`config.mk`:
```
export PLATFORM = sky130hd
export DESIGN_NAME = serial_subtractor
export DESIGN_NICKNAME = d
export VERILOG_FILES = /design/src/rtl/serial_subtractor_pkg.sv /design/src/rtl/serial_subtractor_fs_bit.sv /design/src/rtl/serial_subtractor.sv
export SDC_FILE = /design/constraint.sdc
export NUM_CORES = 1
export LEC_CHECK = 0
export BUFFER_PORTS_ARGS = -buffer_cell sky130_fd_sc_hd__buf_2
export CAP_MARGIN = 20
export CORE_MARGIN = 4
export CORE_UTILIZATION = 40
export DETAILED_ROUTE_END_ITERATION = 12
export GPL_TIMING_DRIVEN = 0
export SETUP_SLACK_MARGIN = 0.5
export SLEW_MARGIN = 40
export SYNTH_ARGS = -nofsm -noshare
export SYNTH_HDL_FRONTEND = slang
export SYNTH_HIERARCHICAL = 1
export SYNTH_SLANG_ARGS = --single-unit
```
`constraint.sdc`:
```
create_clock -name clk -period 2.5 [get_ports clk]
set_clock_uncertainty 0.2 [all_clocks]
set_input_delay 0.125 -clock clk [delete_from_list [all_inputs] [get_ports clk]]
set_output_delay 0.125 -clock clk [all_outputs]
set_load 0.005 [all_outputs]
```
`src/rtl/serial_subtractor_pkg.sv`:
```
// Shared types and defaults for the bit-serial subtractor.
package serial_subtractor_pkg;

   localparam int WIDTH_DEFAULT = 8;

   typedef enum logic [1:0] {
      IDLE  = 2'd0,
      SHIFT = 2'd1,
      DONE  = 2'd2
   } state_t;

endpackage

```
`src/rtl/serial_subtractor_fs_bit.sv`:
```
// One-bit full subtractor: d = a - b - bin, with borrow-out.
module fs_bit (
   input  logic a,
   input  logic b,
   input  logic bin,
   output logic d,
   output logic bout
);

   assign d    = a ^ b ^ bin;
   assign bout = (~a & b) | (~(a ^ b) & bin);

endmodule

```
`src/rtl/serial_subtractor.sv`:
```
// Bit-serial subtractor, LSB first, one bit per clock.
// Define SERIAL_SUBTRACTOR_OVF_EN to add the signed-overflow output ovf.
module serial_subtractor
   import serial_subtractor_pkg::*;
#(
   parameter int WIDTH = WIDTH_DEFAULT
) (
   input  logic             clk,
   input  logic             rst_n,
   input  logic             start,
   input  logic [WIDTH-1:0] a,
   input  logic [WIDTH-1:0] b,
   input  logic             bin,
   output logic             busy,
   output logic             done,
   output logic [WIDTH-1:0] diff,
   output logic             bout
`ifdef SERIAL_SUBTRACTOR_OVF_EN
   ,
   output logic             ovf
`endif
);

   localparam int               CNT_W = $clog2(WIDTH);
   localparam logic [CNT_W-1:0] LAST  = CNT_W'(WIDTH - 1);

   state_t           state_q, state_d;
   logic [WIDTH-1:0] a_q, a_d;
   logic [WIDTH-1:0] b_q, b_d;
   logic [WIDTH-1:0] diff_q, diff_d;
   logic [CNT_W-1:0] cnt_q, cnt_d;
   logic             br_q, br_d;
   logic             bout_q, bout_d;
   logic             bit_d, bit_bout;
   logic             last;
`ifdef SERIAL_SUBTRACTOR_OVF_EN
   logic             ovf_q, ovf_d;
`endif

   // Operands shift right so the bit under work is always at position 0.
   fs_bit u_fs_bit (
      .a    (a_q[0]),
      .b    (b_q[0]),
      .bin  (br_q),
      .d    (bit_d),
      .bout (bit_bout)
   );

   assign last = (cnt_q == LAST);

   always_ff @(posedge clk or negedge rst_n) begin
      if (!rst_n) begin
         state_q <= IDLE;
      end else begin
         state_q <= state_d;
      end
   end

   always_comb begin
      state_d = state_q;
      a_d     = a_q;
      b_d     = b_q;
      br_d    = br_q;
      diff_d  = diff_q;
      cnt_d   = cnt_q;
      bout_d  = bout_q;
`ifdef SERIAL_SUBTRACTOR_OVF_EN
      ovf_d   = ovf_q;
`endif
      busy    = 1'b0;
      done    = 1'b0;
      case (state_q)
         IDLE, DONE: begin
            done = (state_q == DONE);
            if (start) begin
               state_d = SHIFT;
               a_d     = a;
               b_d     = b;
               br_d    = bin;
               cnt_d   = '0;
               diff_d  = '0;
               bout_d  = 1'b0;
`ifdef SERIAL_SUBTRACTOR_OVF_EN
               ovf_d   = 1'b0;
`endif
            end else begin
               state_d = IDLE;
            end
         end
         SHIFT: begin
            busy   = 1'b1;
            a_d    = a_q >> 1;
            b_d    = b_q >> 1;
            br_d   = bit_bout;
            diff_d = {bit_d, diff_q[WIDTH-1:1]};
            if (last) begin
               state_d = DONE;
               bout_d  = bit_bout;
`ifdef SERIAL_SUBTRACTOR_OVF_EN
               // On the last bit a_q[0]/b_q[0] are the operand sign bits.
               ovf_d   = (a_q[0] != b_q[0]) && (bit_d != a_q[0]);
`endif
            end else begin
               cnt_d = cnt_q + 1'b1;
            end
         end
         default: state_d = IDLE;
      endcase
   end

   always_ff @(posedge clk or negedge rst_n) begin
      if (!rst_n) begin
         a_q    <= '0;
         b_q    <= '0;
         br_q   <= 1'b0;
         diff_q <= '0;
         cnt_q  <= '0;
         bout_q <= 1'b0;
`ifdef SERIAL_SUBTRACTOR_OVF_EN
         ovf_q  <= 1'b0;
`endif
      end else begin
         a_q    <= a_d;
         b_q    <= b_d;
         br_q   <= br_d;
         diff_q <= diff_d;
         cnt_q  <= cnt_d;
         bout_q <= bout_d;
`ifdef SERIAL_SUBTRACTOR_OVF_EN
         ovf_q  <= ovf_d;
`endif
      end
   end

   assign diff = diff_q;
   assign bout = bout_q;
`ifdef SERIAL_SUBTRACTOR_OVF_EN
   assign ovf  = ovf_q;
`endif

endmodule

```
==> reports/qor.yml, run 1 <==
run_status:
  run_status: "completed"
synthesis:
  netlist_top_cells_count: "31 x dfrtp_1, 16 x mux2i_1, 14 x a21oi_1"
  ys_warn_count: 6
  syn_nets: 165
  syn_area_um2: 1560
  syn_inst: 142
  synth-main-ff-cell: "dfrtp_1"
  yosys.area.top_type: "dfrtp_1"
  yosysMostFrequentCell: "dfrtp_1"
  avgSynthCellArea_um2: 11.0
  yosysUniqueCellTypes: 30
  async_flop_share: 1.00
  synth_area_leaders: "dfrtp_1 50%, mux2i_1 10%, a211oi_1 5.3%, a21oi_1 4.5%, a22o_1 3.9%"
  synth.top_cell.area_share: 0.497
  synth_edf_count: 0
  synth-seq-cells: 31
  seq_area_frac_synth: 0.497
critical_path:
  slowest_stage: "clkbuf_1"
  slowest_delay_ps: 400
  cp_max_fo: 10
  cp_cell_sequence: "buf_4 -> clkbuf_1 -> nor2b_1 -> buf_2"
  worstSetupPathType: "flip-flop to output pin"
  cp-end-kind: "output pin"
  cp.required_ps: 2170
  start_kind: "flip-flop"
  r2r_cells: 6
  crit_arrival_ps: 1410
power:
  switching_power_w: 0.000755
  p_seq_frac: 0.391
  powerDensity_nw_per_um2: 1070
  p_sw_frac: 0.338
  p_leak_nw: 0.988
  ir_drop_v: 0.000414
  pwr-share-clk: 0.225
  combPwrFrac: 0.384
  p_int_w: 0.00148
timing:
  max_freq_mhz: 576
  slew-limit-headroom: 0.679
  fin_tns_setup_ps: 0
  finalCritPeriodShare: 0.694
  setup_viol: 0
  rsz0062_at_grt: "no"
  worstMarginPinSlew_ps: 481
  min_period_ps: 1740
  drv_slew: 0
  hold_viol_final: 0
global_routing:
  antenna_found_initial: 0
  grt_max_degree: 32
  grt_first_pass_wirelength_um: 6310
  grt_pass1_vias: 1368
  overflow: 0
  grt_usage: 0.160
final_layout:
  fill_cells: 340
  area_delta_synth_final_pct: 34.3
  diodes: 0
  num-nets-final: 221
  drive_above_1_share: 0.251
  postLayoutCellArea_um2: 2100
floorplanning:
  num_io_pins: 31
  core-area_um2: 3720
  start_util: 0.420
  die_h_um: 70.5
  rows: 22
  die_w_um: 70.5
  dieArea_um2: 4970
clock_network:
  h-tree-depth: 2
  cts_buffers: 5
  clock-sinks: 31
  cts_buffer_depth: 2
  clock_latency_ps: 280
  cts.clk_slew.worst_paths_ps: 70
  tritoncts: "done"
  cts-root-buf: "clkbuf_8"
route:
  antenna_left: 0
  drt_first_pass_iters: 4
  routed_wl_um: 3540
  drtIter0Drc: 35
  remaining_drc_errors: 0
  num_vias: 1262
  wl_per_cell_um: 14.3
  via_per_inst: 5.11
placed_design:
  place_hpwl_um: 2440
  portBuffers: 30
  place_area_um2: 1770
  gp_congestion: 0.755
hold_path:
  hold_path.class: "input pin to asynchronous set/reset pin"
flow_run:
  max-cap-violations: 0
power by group through the flow:
stage | combinational, W | clock [W] | sequential (W)
after floorplan | 0.000617 | 0 | 0.000848
after global placement | 0.000803 | 0 | 0.000868
after detailed placement | 0.000844 | 0 | 0.000885
after CTS | 0.000869 | 0.000516 | 0.000877
after global routing | 0.000975 | 0.000537 | 0.000906
final | 0.000859 | 0.000504 | 0.000874
registers in the layout, summed over array words and instances, names as in the netlist:
| register | cells |
|---|---|
| b_q | 8 |
| state_q | 2 |
| br_q | 1 |
| diff | 8 |
| bout | 1 |
| a_q | 8 |
| cnt_q | 3 |
worst paths after layout:
| path | slack (ps) | startpoint | end |
|---|---|---|---|
| max in group asynchronous | 1670 | rst_n | cnt_q[2]$_DFFE_PN0P_ |
| min in group clk | 100 | start | diff[0]$_DFFE_PN0P_ |
| setup / recovery | 760 | state_q[0]$_DFFE_PN0P_ | done |
| setup reg to reg | 800 | cnt_q[0]$_DFFE_PN0P_ | cnt_q[0]$_DFFE_PN0P_ |
| hold reg to reg | 310 | diff[0]$_DFFE_PN0P_ | diff[0]$_DFFE_PN0P_ |
| hold / removal | 40 | rst_n | diff[3]$_DFFE_PN0P_ |
cell usage in the layout, fill, tap and decap left out, drive strengths merged, types with 5 or more instances in the layout:
| cell type | Yosys | final |
|---|---|---|
| buf | 7 | 38 |
| dfrtp | 31 | 31 |
| dlygate4sd3 | 0 | 18 |
| mux2i | 16 | 16 |
| a21oi | 15 | 15 |
| a211oi | 11 | 11 |
| inv | 9 | 9 |
| clkbuf | 3 | 9 |
| a22o | 7 | 7 |
| nor2b | 6 | 6 |
| nand2 | 6 | 6 |
| and2b | 6 | 6 |
| o21ai | 5 | 5 |
critical path, delay by kind of cell, from the launching register on:
| kind | cells | cell delay [ps] |
|---|---|---|
| buf+inv | 3 | 710 |
| simple gates | 1 | 90 |
| flops | 1 | 330 |
final cells by class:
type | count | area [um2] | area share
multi-input cells | 92 | 676 | 0.322
flip-flops and latches | 31 | 776 | 0.370
inverters | 9 | 33.8 | 0.0161
plain buffers | 10 | 76.3 | 0.0364
clock inverters | 2 | 35.0 | 0.0167
well taps | 48 | 60.1 | 0.0286
clock buffers | 6 | 82.6 | 0.0394
repair buffers | 49 | 358 | 0.171
kinds of logic (layout without fill, tap and decap cells):
family / Yosys count / in the layout / share of synthesized area
mux: 16 / 16 / 0.103
flops: 31 / 31 / 0.497
fa+ha+maj: 3 / 3 / 0.0288
simple gates: 28 / 28 / 0.111
buf+inv: 19 / 76 / 0.0705
compound gates: 45 / 45 / 0.191
through the flow:
stage	instances	setup slack [ps]	hold slack (ps)	power [W]	utilization
3_5_place_dp	220	799	15.2	0.00173	0.477
5_1_grt	247	662	65.6	0.00242	0.564
2_1_floorplan	142	898	-371	0.00146	-
4_1_cts	246	750	100	0.00226	0.557
6_report	247	764	39.4	0.00224	0.564
3_3_place_gp	220	824	0.742	0.00167	0.477
timing repair:
| action | 4_1_cts | 5_1_grt |
|---|---|---|
| endpoints found under the hold margin | 48 | 0 |
| hold buffers | 18 | 0 |
| gates resized for setup | 0 | 0 |
| buffers inserted | 0 | 0 |
metal layers:
metal	part of all wire	wire length [um]	track usage
met1	0.44	1560	0.198
met2	0.51	1810	0.271
met3	0.037	130	0.0360
met4	0.011	38	0.0574
met5	0	0	0
(Power assumes the default switching activity.)
==> inputs of run 2 (changes only) <==
==> constraint.sdc (replaced) <==
create_clock -name clk -period 1.7 [get_ports clk]
set_clock_uncertainty 0.2 [all_clocks]
set_input_delay 0.085 -clock clk [delete_from_list [all_inputs] [get_ports clk]]
set_output_delay 0.085 -clock clk [all_outputs]
set_load 0.005 [all_outputs]
==> run 2 against run 1 <==
- flip-flop and latch count did not move
- global-route usage barely moved
- final cell count rose by 4.5%
- critical path depth rose by 2
- register-to-register slack got worse by 740 ps
- sequential power rose by 49%
- power rose by 70%
- clock power rose by 51%
- routed wire length rose by 7.3%
- cell area rose by 12%
- die area did not move
- critical endpoint is now cnt_q[0]$_DFFE_PN0P_
- largest cell class is now multi-input combinational cells
- highest routed layer unchanged
==> reports/qor.yml, run 2 (same netlist as run 1, synthesis figures left out) <==
run_status:
  run_status: "completed"
timing:
  drv_slew: 0  # unchanged
  fin_tns_setup_ps: 0  # unchanged
  min_period_ps: 1640
  slew-limit-headroom: 0.711  # +0.0318
  hold_viol_final: 0  # unchanged
  whs_ps: 88.7  # +49.4 ps
  setup_viol: 0  # unchanged
  max_freq_mhz: 611
  finalCritPeriodShare: 0.962
  rsz0062_at_grt: "yes"
  worstMarginPinSlew_ps: 433  # -47.7 ps
route:
  antenna_left: 0  # unchanged
  via_per_inst: 5.05  # -1.2%
  remaining_drc_errors: 0  # unchanged
  drtIter0Drc: 45  # +29%
  num_vias: 1303  # +3.2%
  wl_per_cell_um: 14.7  # +2.7%
  routed_wl_um: 3800  # +7.3%
  drt_first_pass_iters: 6  # +2
critical_path:
  cp_cell_sequence: "ha_2 -> ha_4 -> or2_0 -> buf_4 -> a21oi_4 -> o22ai_1"
  cp-end-kind: "flip-flop"
  worstSetupPathType: "flip-flop to flip-flop"
  reg2reg_slack_ps: 60  # -740 ps
  reg2reg_to: "cnt_q[0]$_DFFE_PN0P_"
  start_kind: "flip-flop"
  slowest_delay_ps: 380  # -20 ps
  crit_end: "cnt_q[0]$_DFFE_PN0P_"
  cp-startpoint: "cnt_q[1]$_DFFE_PN0P_"
  r2r_cells: 6  # unchanged
  cp_max_fo: 5  # -5
  worstReg2RegStart: "cnt_q[1]$_DFFE_PN0P_"
  cp.required_ps: 1660  # -510 ps
  slowest_stage: "dfrtp_1"
  crit_arrival_ps: 1600  # +190 ps
clock_network:
  cts.clk_slew.worst_paths_ps: 70  # about the same
  cts_buffer_depth: 2  # unchanged
  tritoncts: "done"
  h-tree-depth: 2  # unchanged
  cts_buffers: 5  # unchanged
  cts-root-buf: "clkbuf_8"
  clock_latency_ps: 290  # about the same
  clock-sinks: 31  # unchanged
placed_design:
  gp_congestion: 0.719  # -4.8%
  dp.cells: 220  # unchanged
  place_hpwl_um: 2430  # -0.48%
  portBuffers: 30  # unchanged
global_routing:
  grt_first_pass_wirelength_um: 6240  # -0.98%
  overflow: 0  # unchanged
  antenna_found_initial: 0  # unchanged
  grt_max_degree: 32  # unchanged
  grt_usage: 0.160  # -0.000446
  grt_pass1_vias: 1355  # -0.95%
power:
  ir_drop_v: 0.000735  # +77%
  p_leak_nw: 1.08  # +9.3%
  powerDensity_nw_per_um2: 1620  # +52%
final_layout:
  multiInputGateArea_um2: 815  # +21%
  num-nets-final: 232  # +5.0%
  fill_cells: 299  # -12%
  final_common_cell: "dfrtp_1"
  final_util: 0.635  # +0.0704
  regArea_um2: 776  # unchanged
  drive_above_1_share: 0.424  # +0.173
  area_delta_synth_final_pct: 51.0
  finalNonFillerCells: 258  # +4.5%
  diodes: 0  # unchanged
  mostFrequentLayoutCells: "31 x dfrtp_1, 29 x buf_2, 18 x dlygate4sd3_1, 16 x mux2i_1, 13 x buf_4"
hold_path:
  hold_path.class: "input pin to asynchronous set/reset pin"
floorplanning:
  die_w_um: 70.5  # unchanged
  rows: 22  # unchanged
  num_io_pins: 31  # unchanged
  dieArea_um2: 4970  # unchanged
  core-area_um2: 3720  # unchanged
  start_util: 0.420  # unchanged
  die_h_um: 70.5  # unchanged
flow_run:
  max-cap-violations: 0  # unchanged
[run 2: cell count changes in the layout (fill, tap and decap cells not counted), sizes merged]
| cell | previous run | this run |
|---|---|---|
| buf | 38 | 50 |
| clkbuf | 9 | 8 |
[run 2: area by class of cell]
cell class | count | share of cell area
inverters | 9 | 0.0164
well taps | 48 | 0.0255
multi-input cells | 92 | 0.345
clock buffers | 6 | 0.0350
plain buffers | 10 | 0.0493
repair buffers | 60 | 0.185
flip-flops and latches | 31 | 0.329
clock inverters | 2 | 0.0149
[run 2: worst min-delay path by stage]
| stage | from | end | slack [ps] | depth (start not counted) |
|---|---|---|---|---|
| floorplan | rst_n | a_q[0]$_DFFE_PN0P_ | -410 | 0 |
| global placement | rst_n | diff[2]$_DFFE_PN0P_ | -30 | 1 |
| detailed placement | rst_n | diff[2]$_DFFE_PN0P_ | -30 | 1 |
| CTS | start | bout$_DFFE_PN0P_ | 50 | 4 |
| global route | rst_n | diff[2]$_DFFE_PN0P_ | 140 | 2 |
| finish | rst_n | diff[2]$_DFFE_PN0P_ | 90 | 2 |
[run 2: through the flow]
| stage | power (W) | setup slack (ps) | instance area, um2 |
|---|---|---|---|
| 6_report | 0.00381 | 64.1 | 2360 |
| 5_1_grt | 0.00410 | 14.6 | 2360 |
| 4_1_cts | 0.00363 | 69.2 | 2220 |
| 3_5_place_dp | 0.00268 | 65.1 | 1830 |
| 3_3_place_gp | 0.00260 | 95.6 | 1830 |
| 2_1_floorplan | 0.00228 | 156 | 1620 |
[run 2: timing repair]
item,in CTS,in global routing
hold buffers,18,0
buffers inserted,7,5
gates resized for setup,13,19
cloned,0,0
hold endpoints to repair,48,0
pin swaps,1,4
setup endpoints to repair,32,53
[run 2: power by group]
group          internal (W)  switching (W)  leakage [nW]  total, W
combinational      0.000955       0.000793         0.635   0.00175
sequential          0.00106       0.000241         0.385   0.00130
clock              0.000474       0.000287        0.0612  0.000761
[run 2: metal layers]
layer | wire (um) | track usage
met5 | 0 | 0
met4 | 85 | 0.0638
met3 | 172 | 0.0374
met2 | 1940 | 0.271
met1 | 1600 | 0.193
[run 2: worst max-delay path: cells and delay by family (launching register included)]
| kind | cells | cell delay (ps) |
|---|---|---|
| adders and majority gates | 2 | 350 |
| DFF | 1 | 380 |
| and+or+nand+nor | 1 | 210 |
| buffers and inverters | 1 | 170 |
| AOI/OAI and AO/OA | 2 | 210 |
